## src/rtl/ofs_plat_prim_port_reset_sequencer_if.sv

```systemverilog
// Port-facing signal bundle for the per-port soft reset sequencer.
// master drives the soft reset requests and stat_clear; slave is the sequencer.
interface ofs_plat_prim_port_reset_sequencer_if #(
  parameter int NUM_PORTS = 1
);
  logic [NUM_PORTS-1:0]    port_reset_req_n;
  logic                    stat_clear;
  logic [NUM_PORTS-1:0]    port_reset_n;
  logic                    all_ports_ready;
  logic                    any_pending;
  logic [NUM_PORTS*16-1:0] reset_event_cnt;

  modport master (
    output port_reset_req_n,
    output stat_clear,
    input  port_reset_n,
    input  all_ports_ready,
    input  any_pending,
    input  reset_event_cnt
  );

  modport slave (
    input  port_reset_req_n,
    input  stat_clear,
    output port_reset_n,
    output all_ports_ready,
    output any_pending,
    output reset_event_cnt
  );
endinterface

```

## src/rtl/ofs_plat_prim_port_reset_sequencer.sv

```systemverilog
// Per-port soft reset sequencer: sync, stretch to a minimum width, stagger releases.
// Optional per-port RUN->ASSERT event counters are built when OFS_PLAT_RESET_SEQ_STATS_EN is defined.
//
// state     | meaning
// ----------+-----------------------------------------------------------
// ST_ASSERT | port held in reset, minimum-width counter running/expired
// ST_PEND   | width satisfied, request released, waiting for a grant
// ST_RUN    | port out of reset
module ofs_plat_prim_port_reset_sequencer #(
  parameter int NUM_PORTS         = 1,
  parameter int MIN_ASSERT_CYCLES = 16,
  parameter int RELEASE_STAGGER   = 4,
  parameter int SYNC_STAGES       = 2
) (
  input  logic clk_i,
  input  logic reset_n_i,
  ofs_plat_prim_port_reset_sequencer_if.slave rst_if
);

  localparam int CW = (MIN_ASSERT_CYCLES > 1) ? $clog2(MIN_ASSERT_CYCLES) : 1;
  localparam int SW = (RELEASE_STAGGER > 1) ? $clog2(RELEASE_STAGGER) : 1;
  localparam int PW = (NUM_PORTS > 1) ? $clog2(NUM_PORTS) : 1;

  localparam logic [CW-1:0] CNT_RELOAD = CW'(MIN_ASSERT_CYCLES - 1);
  localparam logic [SW-1:0] STG_RELOAD = SW'(RELEASE_STAGGER - 1);

  typedef enum logic [1:0] {
    ST_ASSERT = 2'd0,
    ST_PEND   = 2'd1,
    ST_RUN    = 2'd2
  } state_e;

  logic [NUM_PORTS-1:0] sync_q [SYNC_STAGES];
  logic [NUM_PORTS-1:0] req_s;

  state_e               state_q [NUM_PORTS];
  state_e               state_d [NUM_PORTS];
  logic [CW-1:0]        cnt_q   [NUM_PORTS];
  logic [CW-1:0]        cnt_d   [NUM_PORTS];
  logic [NUM_PORTS-1:0] run_exit;
  logic [NUM_PORTS-1:0] pend_d;

  logic [NUM_PORTS-1:0] eligible;
  logic [NUM_PORTS-1:0] grant;
  logic                 grant_vld;
  logic [PW-1:0]        grant_idx;
  int                   arb_idx;

  logic [SW-1:0]        stg_q, stg_d;
  logic [PW-1:0]        rr_q, rr_d;

  logic [NUM_PORTS-1:0] port_reset_n_q;
  logic                 any_pending_q;

  // Synchroniser flops reset to 0 so every port starts with its request asserted.
  always_ff @(posedge clk_i or negedge reset_n_i) begin
    if (!reset_n_i) begin
      for (int s = 0; s < SYNC_STAGES; s++) sync_q[s] <= '0;
    end else begin
      sync_q[0] <= rst_if.port_reset_req_n;
      for (int s = 1; s < SYNC_STAGES; s++) sync_q[s] <= sync_q[s-1];
    end
  end

  assign req_s = sync_q[SYNC_STAGES-1];

  always_comb begin
    eligible = '0;
    for (int p = 0; p < NUM_PORTS; p++) begin
      eligible[p] = req_s[p] &&
                    (((state_q[p] == ST_ASSERT) && (cnt_q[p] == '0)) ||
                     (state_q[p] == ST_PEND));
    end
  end

  // Round-robin search starting at rr_q, at most one grant per cycle.
  always_comb begin
    grant     = '0;
    grant_vld = 1'b0;
    grant_idx = '0;
    arb_idx   = 0;
    if (stg_q == '0) begin
      for (int i = 0; i < NUM_PORTS; i++) begin
        arb_idx = int'(rr_q) + i;
        if (arb_idx >= NUM_PORTS) arb_idx = arb_idx - NUM_PORTS;
        if (!grant_vld && eligible[arb_idx]) begin
          grant_vld        = 1'b1;
          grant[arb_idx]   = 1'b1;
          grant_idx        = PW'(arb_idx);
        end
      end
    end
  end

  always_comb begin
    stg_d = stg_q;
    rr_d  = rr_q;
    if (grant_vld) begin
      stg_d = STG_RELOAD;
      rr_d  = (int'(grant_idx) == NUM_PORTS - 1) ? '0 : grant_idx + PW'(1);
    end else if (stg_q != '0) begin
      stg_d = stg_q - SW'(1);
    end
  end

  always_ff @(posedge clk_i or negedge reset_n_i) begin
    if (!reset_n_i) begin
      stg_q <= '0;
      rr_q  <= '0;
    end else begin
      stg_q <= stg_d;
      rr_q  <= rr_d;
    end
  end

  always_comb begin
    run_exit = '0;
    pend_d   = '0;
    for (int p = 0; p < NUM_PORTS; p++) begin
      state_d[p] = state_q[p];
      cnt_d[p]   = cnt_q[p];
      case (state_q[p])
        ST_ASSERT: begin
          if (cnt_q[p] != '0) begin
            cnt_d[p] = cnt_q[p] - CW'(1);
          end else if (req_s[p]) begin
            state_d[p] = grant[p] ? ST_RUN : ST_PEND;
          end
        end
        ST_PEND: begin
          if (!req_s[p]) begin
            state_d[p] = ST_ASSERT;
            cnt_d[p]   = CNT_RELOAD;
          end else if (grant[p]) begin
            state_d[p] = ST_RUN;
          end
        end
        ST_RUN: begin
          if (!req_s[p]) begin
            state_d[p]  = ST_ASSERT;
            cnt_d[p]    = CNT_RELOAD;
            run_exit[p] = 1'b1;
          end
        end
        default: begin
          state_d[p] = ST_ASSERT;
          cnt_d[p]   = CNT_RELOAD;
        end
      endcase
      pend_d[p] = (state_d[p] == ST_PEND);
    end
  end

  // Outputs are registered alongside the state so they are glitch-free.
  always_ff @(posedge clk_i or negedge reset_n_i) begin
    if (!reset_n_i) begin
      for (int p = 0; p < NUM_PORTS; p++) begin
        state_q[p] <= ST_ASSERT;
        cnt_q[p]   <= CNT_RELOAD;
      end
      port_reset_n_q <= '0;
      any_pending_q  <= 1'b0;
    end else begin
      for (int p = 0; p < NUM_PORTS; p++) begin
        state_q[p]        <= state_d[p];
        cnt_q[p]          <= cnt_d[p];
        port_reset_n_q[p] <= (state_d[p] == ST_RUN);
      end
      any_pending_q <= |pend_d;
    end
  end

  assign rst_if.port_reset_n    = port_reset_n_q;
  assign rst_if.all_ports_ready = &port_reset_n_q;
  assign rst_if.any_pending     = any_pending_q;

`ifdef OFS_PLAT_RESET_SEQ_STATS_EN
  logic [15:0] evt_q [NUM_PORTS];
  logic [15:0] evt_d [NUM_PORTS];

  // Clear wins over a coincident increment; counters saturate.
  always_comb begin
    for (int p = 0; p < NUM_PORTS; p++) begin
      evt_d[p] = evt_q[p];
      if (rst_if.stat_clear) begin
        evt_d[p] = '0;
      end else if (run_exit[p] && (evt_q[p] != 16'hFFFF)) begin
        evt_d[p] = evt_q[p] + 16'd1;
      end
    end
  end

  always_ff @(posedge clk_i or negedge reset_n_i) begin
    if (!reset_n_i) begin
      for (int p = 0; p < NUM_PORTS; p++) evt_q[p] <= '0;
    end else begin
      for (int p = 0; p < NUM_PORTS; p++) evt_q[p] <= evt_d[p];
    end
  end

  always_comb begin
    rst_if.reset_event_cnt = '0;
    for (int p = 0; p < NUM_PORTS; p++) begin
      rst_if.reset_event_cnt[16*p +: 16] = evt_q[p];
    end
  end
`else
  logic unused_stats;
  assign unused_stats = rst_if.stat_clear ^ (|run_exit);
  assign rst_if.reset_event_cnt = '0;
`endif

endmodule

```

## src/flat_wrapper.sv

```systemverilog
// flat-port wrapper written by rule: the top's interface ports become plain ports
module ofs_plat_prim_port_reset_sequencer_flat 
#(
  parameter int NUM_PORTS         = 1,
  parameter int MIN_ASSERT_CYCLES = 16,
  parameter int RELEASE_STAGGER   = 4,
  parameter int SYNC_STAGES       = 2
)
  (clk_i, reset_n_i, rst_if_port_reset_req_n, rst_if_stat_clear, rst_if_port_reset_n, rst_if_all_ports_ready, rst_if_any_pending, rst_if_reset_event_cnt);
  ofs_plat_prim_port_reset_sequencer_if #(.NUM_PORTS(NUM_PORTS)) rst_if_i ();
  input  logic clk_i;
  input  logic reset_n_i;
  input wire logic [$bits(rst_if_i.port_reset_req_n)-1:0] rst_if_port_reset_req_n;
  input wire logic [$bits(rst_if_i.stat_clear)-1:0] rst_if_stat_clear;
  output wire logic [$bits(rst_if_i.port_reset_n)-1:0] rst_if_port_reset_n;
  output wire logic [$bits(rst_if_i.all_ports_ready)-1:0] rst_if_all_ports_ready;
  output wire logic [$bits(rst_if_i.any_pending)-1:0] rst_if_any_pending;
  output wire logic [$bits(rst_if_i.reset_event_cnt)-1:0] rst_if_reset_event_cnt;
  assign rst_if_i.port_reset_req_n = rst_if_port_reset_req_n;
  assign rst_if_i.stat_clear = rst_if_stat_clear;
  assign rst_if_port_reset_n = rst_if_i.port_reset_n;
  assign rst_if_all_ports_ready = rst_if_i.all_ports_ready;
  assign rst_if_any_pending = rst_if_i.any_pending;
  assign rst_if_reset_event_cnt = rst_if_i.reset_event_cnt;
  ofs_plat_prim_port_reset_sequencer #(.NUM_PORTS(NUM_PORTS), .MIN_ASSERT_CYCLES(MIN_ASSERT_CYCLES), .RELEASE_STAGGER(RELEASE_STAGGER), .SYNC_STAGES(SYNC_STAGES)) u_core (.clk_i(clk_i), .reset_n_i(reset_n_i), .rst_if(rst_if_i));
endmodule
```

## config.mk

```make
export PLATFORM = sky130hd
export DESIGN_NAME = ofs_plat_prim_port_reset_sequencer_flat
export DESIGN_NICKNAME = d
export VERILOG_FILES = /design/src/rtl/ofs_plat_prim_port_reset_sequencer_if.sv /design/src/rtl/ofs_plat_prim_port_reset_sequencer.sv /design/src/flat_wrapper.sv
export SDC_FILE = /design/constraint.sdc
export NUM_CORES = 1
export LEC_CHECK = 0
export ABC_AREA = 1
export CORE_MARGIN = 1
export CORE_UTILIZATION = 40
export CTS_BUF_LIST = sky130_fd_sc_hd__clkbuf_4
export CTS_CLUSTER_DIAMETER = 80
export DETAILED_ROUTE_END_ITERATION = 10
export GPL_TIMING_DRIVEN = 0
export HOLD_SLACK_MARGIN = 0.05
export PLACE_DENSITY = 0.69
export SYNTH_ARGS = -nofsm -noshare
export SYNTH_HDL_FRONTEND = slang
export SYNTH_SLANG_ARGS = --single-unit
```

## constraint.sdc

```tcl
create_clock -name clk_i -period 1.9 [get_ports clk_i]
set_clock_uncertainty 0.1 [all_clocks]
set_input_delay 0.38 -clock clk_i [delete_from_list [all_inputs] [get_ports clk_i]]
set_output_delay 0.38 -clock clk_i [all_outputs]
set_load 0.02 [all_outputs]
```

==> results of run 1 <==
[power by group through the flow]
stage / Sequential (µW) / Combinational (µW) / Clock (µW)
floorplan: 475 / 485 / 0
global route: 475 / 741 / 203
global placement: 464 / 619 / 0
detailed placement: 466 / 633 / 0
CTS: 462 / 648 / 187
finish: 461 / 640 / 179
[cell type report]
type / instances / area (µm²) / share of cell area, %
plain buffers: 17 / 128 / 13.2
inverters: 15 / 56.3 / 5.81
clock buffers: 4 / 30.0 / 3.10
flip-flops and latches: 12 / 305 / 31.5
multi-input cells: 66 / 369 / 38.1
repair buffers: 5 / 50.0 / 5.16
well taps: 25 / 31.3 / 3.23
[kinds of logic (layout without fill, tap and decap cells)]
kind of cell,count (synthesis),count (layout),synth area share (%)
DFF,12,12,38.1
and+or+nand+nor,31,31,18.4
adders and majority gates,7,7,10.9
buffers and inverters,32,41,22.9
other,1,16,0.468
AOI/OAI and AO/OA,12,12,9.20
[metal layers]
layer	vias to the layer above	routed length (µm)
li1	314	-
met1	250	536
met4	0	0
met3	0	69
met2	15	583
met5	-	0
[worst max path at each step]
stage / depth (start not counted) / slack (ns) / end / start
2_1_floorplan: 10 / 0.41 / u_core.stg_q[1] / u_core.cnt_q[0]
3_3_place_gp: 8 / 0.33 / u_core.state_q[1] / u_core.state_q[0]
3_5_place_dp: 10 / 0.30 / u_core.stg_q[1] / u_core.cnt_q[0]
4_1_cts: 2 / 0.08 / rst_if_port_reset_n / u_core.rst_if.all_ports_ready
5_1_grt: 2 / 0.04 / rst_if_port_reset_n / u_core.rst_if.all_ports_ready
6_report: 2 / 0.09 / rst_if_port_reset_n / u_core.rst_if.all_ports_ready
[stage by stage]
step	setup WS (ns)	instance area (µm²)	hold slack (ns)	util (%)
final	0.0913	970	0.251	53.8
after global routing	0.0415	970	0.270	53.8
after global placement	0.335	940	0.233	52.2
after CTS	0.0771	970	0.255	53.8
after floorplan	0.415	858	-0.0156	-
after detailed placement	0.298	940	0.237	52.2
[sequential cells by signal (all words and copies together), names as in the netlist]
register,flops
u_core.state_q,2
u_core.req_s,1
u_core.stg_q,2
u_core.cnt_q,4
u_core.rst_if.all_ports_ready,1
u_core.sync_q,1
u_core.rst_if.any_pending,1
[worst reg2reg max path, delay by kind of cell (launching register included)]
kind | cells | cell delay (ns)
AND/OR/NAND/NOR | 5 | 0.41
buffers and inverters | 2 | 0.11
flip-flops | 1 | 0.52
adder cells (fa/ha/maj) | 1 | 0.21
AO/OA/AOI/OAI | 2 | 0.15
[cell usage after synthesis]
cell type  instances
a21boi_1           1
a21oi_1            1
a21oi_2            1
a31oi_1            1
buf_4             17
conb_1             1
dfrtp_1            8
dfstp_2            4
ha_1               7
inv_1             11
inv_2              4
nand2_1           16
nand2_2            5
nand3_1            1
nand3b_1           1
nand4_1            1
nor2_1             4
nor2_2             1
nor2_4             1
nor3_1             1
o2111ai_1          1
o211ai_1           1
o21ai_0            3
o21ai_1            3
==> summary.log, run 1 <==
qor: setup_path.path_max_fanout 2
qor: setup_path.regToRegEndpoint u_core.stg_q[1]
qor: route.route.detailed.wl_per_inst 8.26 µm
qor: setup_path.ff2ff_path_depth 10
qor: grt.combined_global_route_utilization_of_all_metal_layers 13.4%
qor: clocking.cts_sinks 12
qor: clocking.cts.clk_slew.worst_paths 0.07 ns
qor: sta.fin_crit_sh 95.2%
qor: setup_path.crit_arrival 1.33 ns
qor: sta.fmax 0.553 GHz
qor: synth.ys_ff_latch 12
qor: grt.via_count_of_the_first_global_routing_pass 493
qor: route.final_antenna_net_count 0
qor: power.sw_frac_of_total 41.9%
qor: sta.finalHoldViolCount 0
qor: synth.yosys_warnings 0
qor: power.internal-power 744 µW
qor: layout.area_delta_synth_final 20.9%
qor: grt.globalRouteMet2Util 24.4%
qor: sta.maxSlewHeadroom 63.9%
qor: setup_path.r2r_slack 0.29 ns
qor: grt.grt_start_max_net_pins 13
qor: worst_hold_path.worstHoldEndpoint u_core.req_s
qor: clocking.cts_htree_levels 1
qor: run.max_cap_viol_count 0
qor: layout.num_antenna_cells 0
qor: route.viasPerCell 4.02
qor: placed_design.gp_congestion 0.837
qor: layout.final_cells 144
qor: layout.final_nets 131
qor: route.detail_route.drc_violations 0
qor: synth.post_synth_main_area_contributors dfrtp_1 25%, buf_4 16%, dfstp_2 13%, ha_1 11%, nand2_1 7.5%
qor: route.finalWirelength 1190 µm
qor: setup_path.crit_path_cell_trace buf_4, clkdlybuf4s50_1
qor: sta.final.setup.tns 0 ns
qor: worst_hold_path.holdPathStages 0
qor: power.power_frac_clock 14.0%
qor: floorplanning.core_area 1800 µm²
qor: floorplanning.dieWidth 46.8 µm
qor: floorplanning.fp.dieH 46.8 µm
qor: clocking.cts_root_buffer clkbuf_4
qor: placed_design.dp_cells 140
qor: placed_design.detailedPlacementHpwl 960 µm
qor: layout.fill_cells 179
qor: grt.global_route_wire_length_before_repair 1980 µm
qor: grt.globalRouteMet1Util 14.2%
qor: floorplanning.die_area 2190 µm²
qor: grt.final_global_route_overflow_total 0
qor: clocking.tritoncts done
qor: sta.finalMaxSlewViolations 0
qor: route.vias 579
qor: sta.setup_violations 0
qor: sta.rsz0062_at_grt no
qor: power.power.leakage 0.000542 µW
qor: setup_path.crit_path_start_kind register
qor: setup_path.critPathCaptureType output port
qor: power.max-vdd-ir-drop 0.901 mV
qor: setup_path.worst_r2r_startpoint u_core.cnt_q[0]
qor: clocking.post_cts_hold_buffer_count 0
qor: power.power.share.sequential 36.0%
qor: floorplanning.start_util 44.5%
qor: power.p_sw 536 µW
qor: synth.synthCells 95
qor: clocking.cts.repair.resized 0
qor: setup_path.worst-setup-path-type reg2out
qor: synth.library_cell_with_the_largest_summed_area_after_synthesis dfrtp_1
qor: clocking.tritoncts_buffers 3
qor: floorplanning.design.portCount 23
qor: grt.grt-busiest-layer met2
qor: synth.synth.avg_cell_area 8.44 µm²
qor: placed_design.io_buf_count 5
qor: worst_hold_path.worstHoldStart u_core.sync_q[1]
qor: synth.synth.yosys.seq_area_share 38.1%
qor: setup_path.critical_path.top_delay_family buffers and inverters
qor: floorplanning.rows 15
qor: power.power-per-cell-area 1320 nW/µm²
qor: setup_path.worst_ep_required_time 1.42 ns
qor: sta.max_slew.worst_pin.slew 0.541 ns
qor: grt.antenna_found_initial 0
qor: synth.synth_top_area_share 25.0%
qor: setup_path.critical_path_buf_inv_count 2
qor: clocking.max-clock-path-buffers 2
qor: grt.grt_util_met3 6.92%
qor: status.status finished clean
qor: clocking.clock_latency 0.27 ns
qor: setup_path.critPathSlowestCell clkdlybuf4s50_1
qor: synth.syn_area 802 µm²
qor: layout.layout.cells.most_common_list 17 x buf_4, 16 x nand2_1, 16 x conb_1, 11 x inv_1, 8 x dfrtp_1
qor: route.drt_iter0_drc 6
qor: setup_path.crit_path_max_incr_delay 0.59 ns
qor: worst_hold_path.hold_path_class reg2reg
qor: route.drt_first_pass_iters 4
qor: power.comb_power_share 50.0%
qor: power.post-layout-total-power 1280 µW
qor: layout.post_route_cells_drive_above_1_share 31.1%
qor: clocking.cts.repair_timing.setup_buffer_count 0
qor: synth.synthDistinctLibCells 24
qor: layout.mostFrequentLayoutCell buf_4
qor: sta.post_layout_min_period 1.81 ns
Power figures use the tool's default switching activity.
==> run 2: changes to the inputs <==
--- a/config.mk
+++ b/config.mk
@@ -6,14 +6,16 @@
 export NUM_CORES = 1
 export LEC_CHECK = 0
 export ABC_AREA = 1
+export CAP_MARGIN = 20
 export CORE_MARGIN = 1
 export CORE_UTILIZATION = 40
 export CTS_BUF_LIST = sky130_fd_sc_hd__clkbuf_4
 export CTS_CLUSTER_DIAMETER = 80
 export DETAILED_ROUTE_END_ITERATION = 10
 export GPL_TIMING_DRIVEN = 0
-export HOLD_SLACK_MARGIN = 0.05
+export HOLD_SLACK_MARGIN = 0.15
 export PLACE_DENSITY = 0.69
+export SKIP_CTS_REPAIR_TIMING = 1
 export SYNTH_ARGS = -nofsm -noshare
 export SYNTH_HDL_FRONTEND = slang
 export SYNTH_SLANG_ARGS = --single-unit
==> results of run 2 <==
Final layout, timing and power as in run 1 (identical DEF).
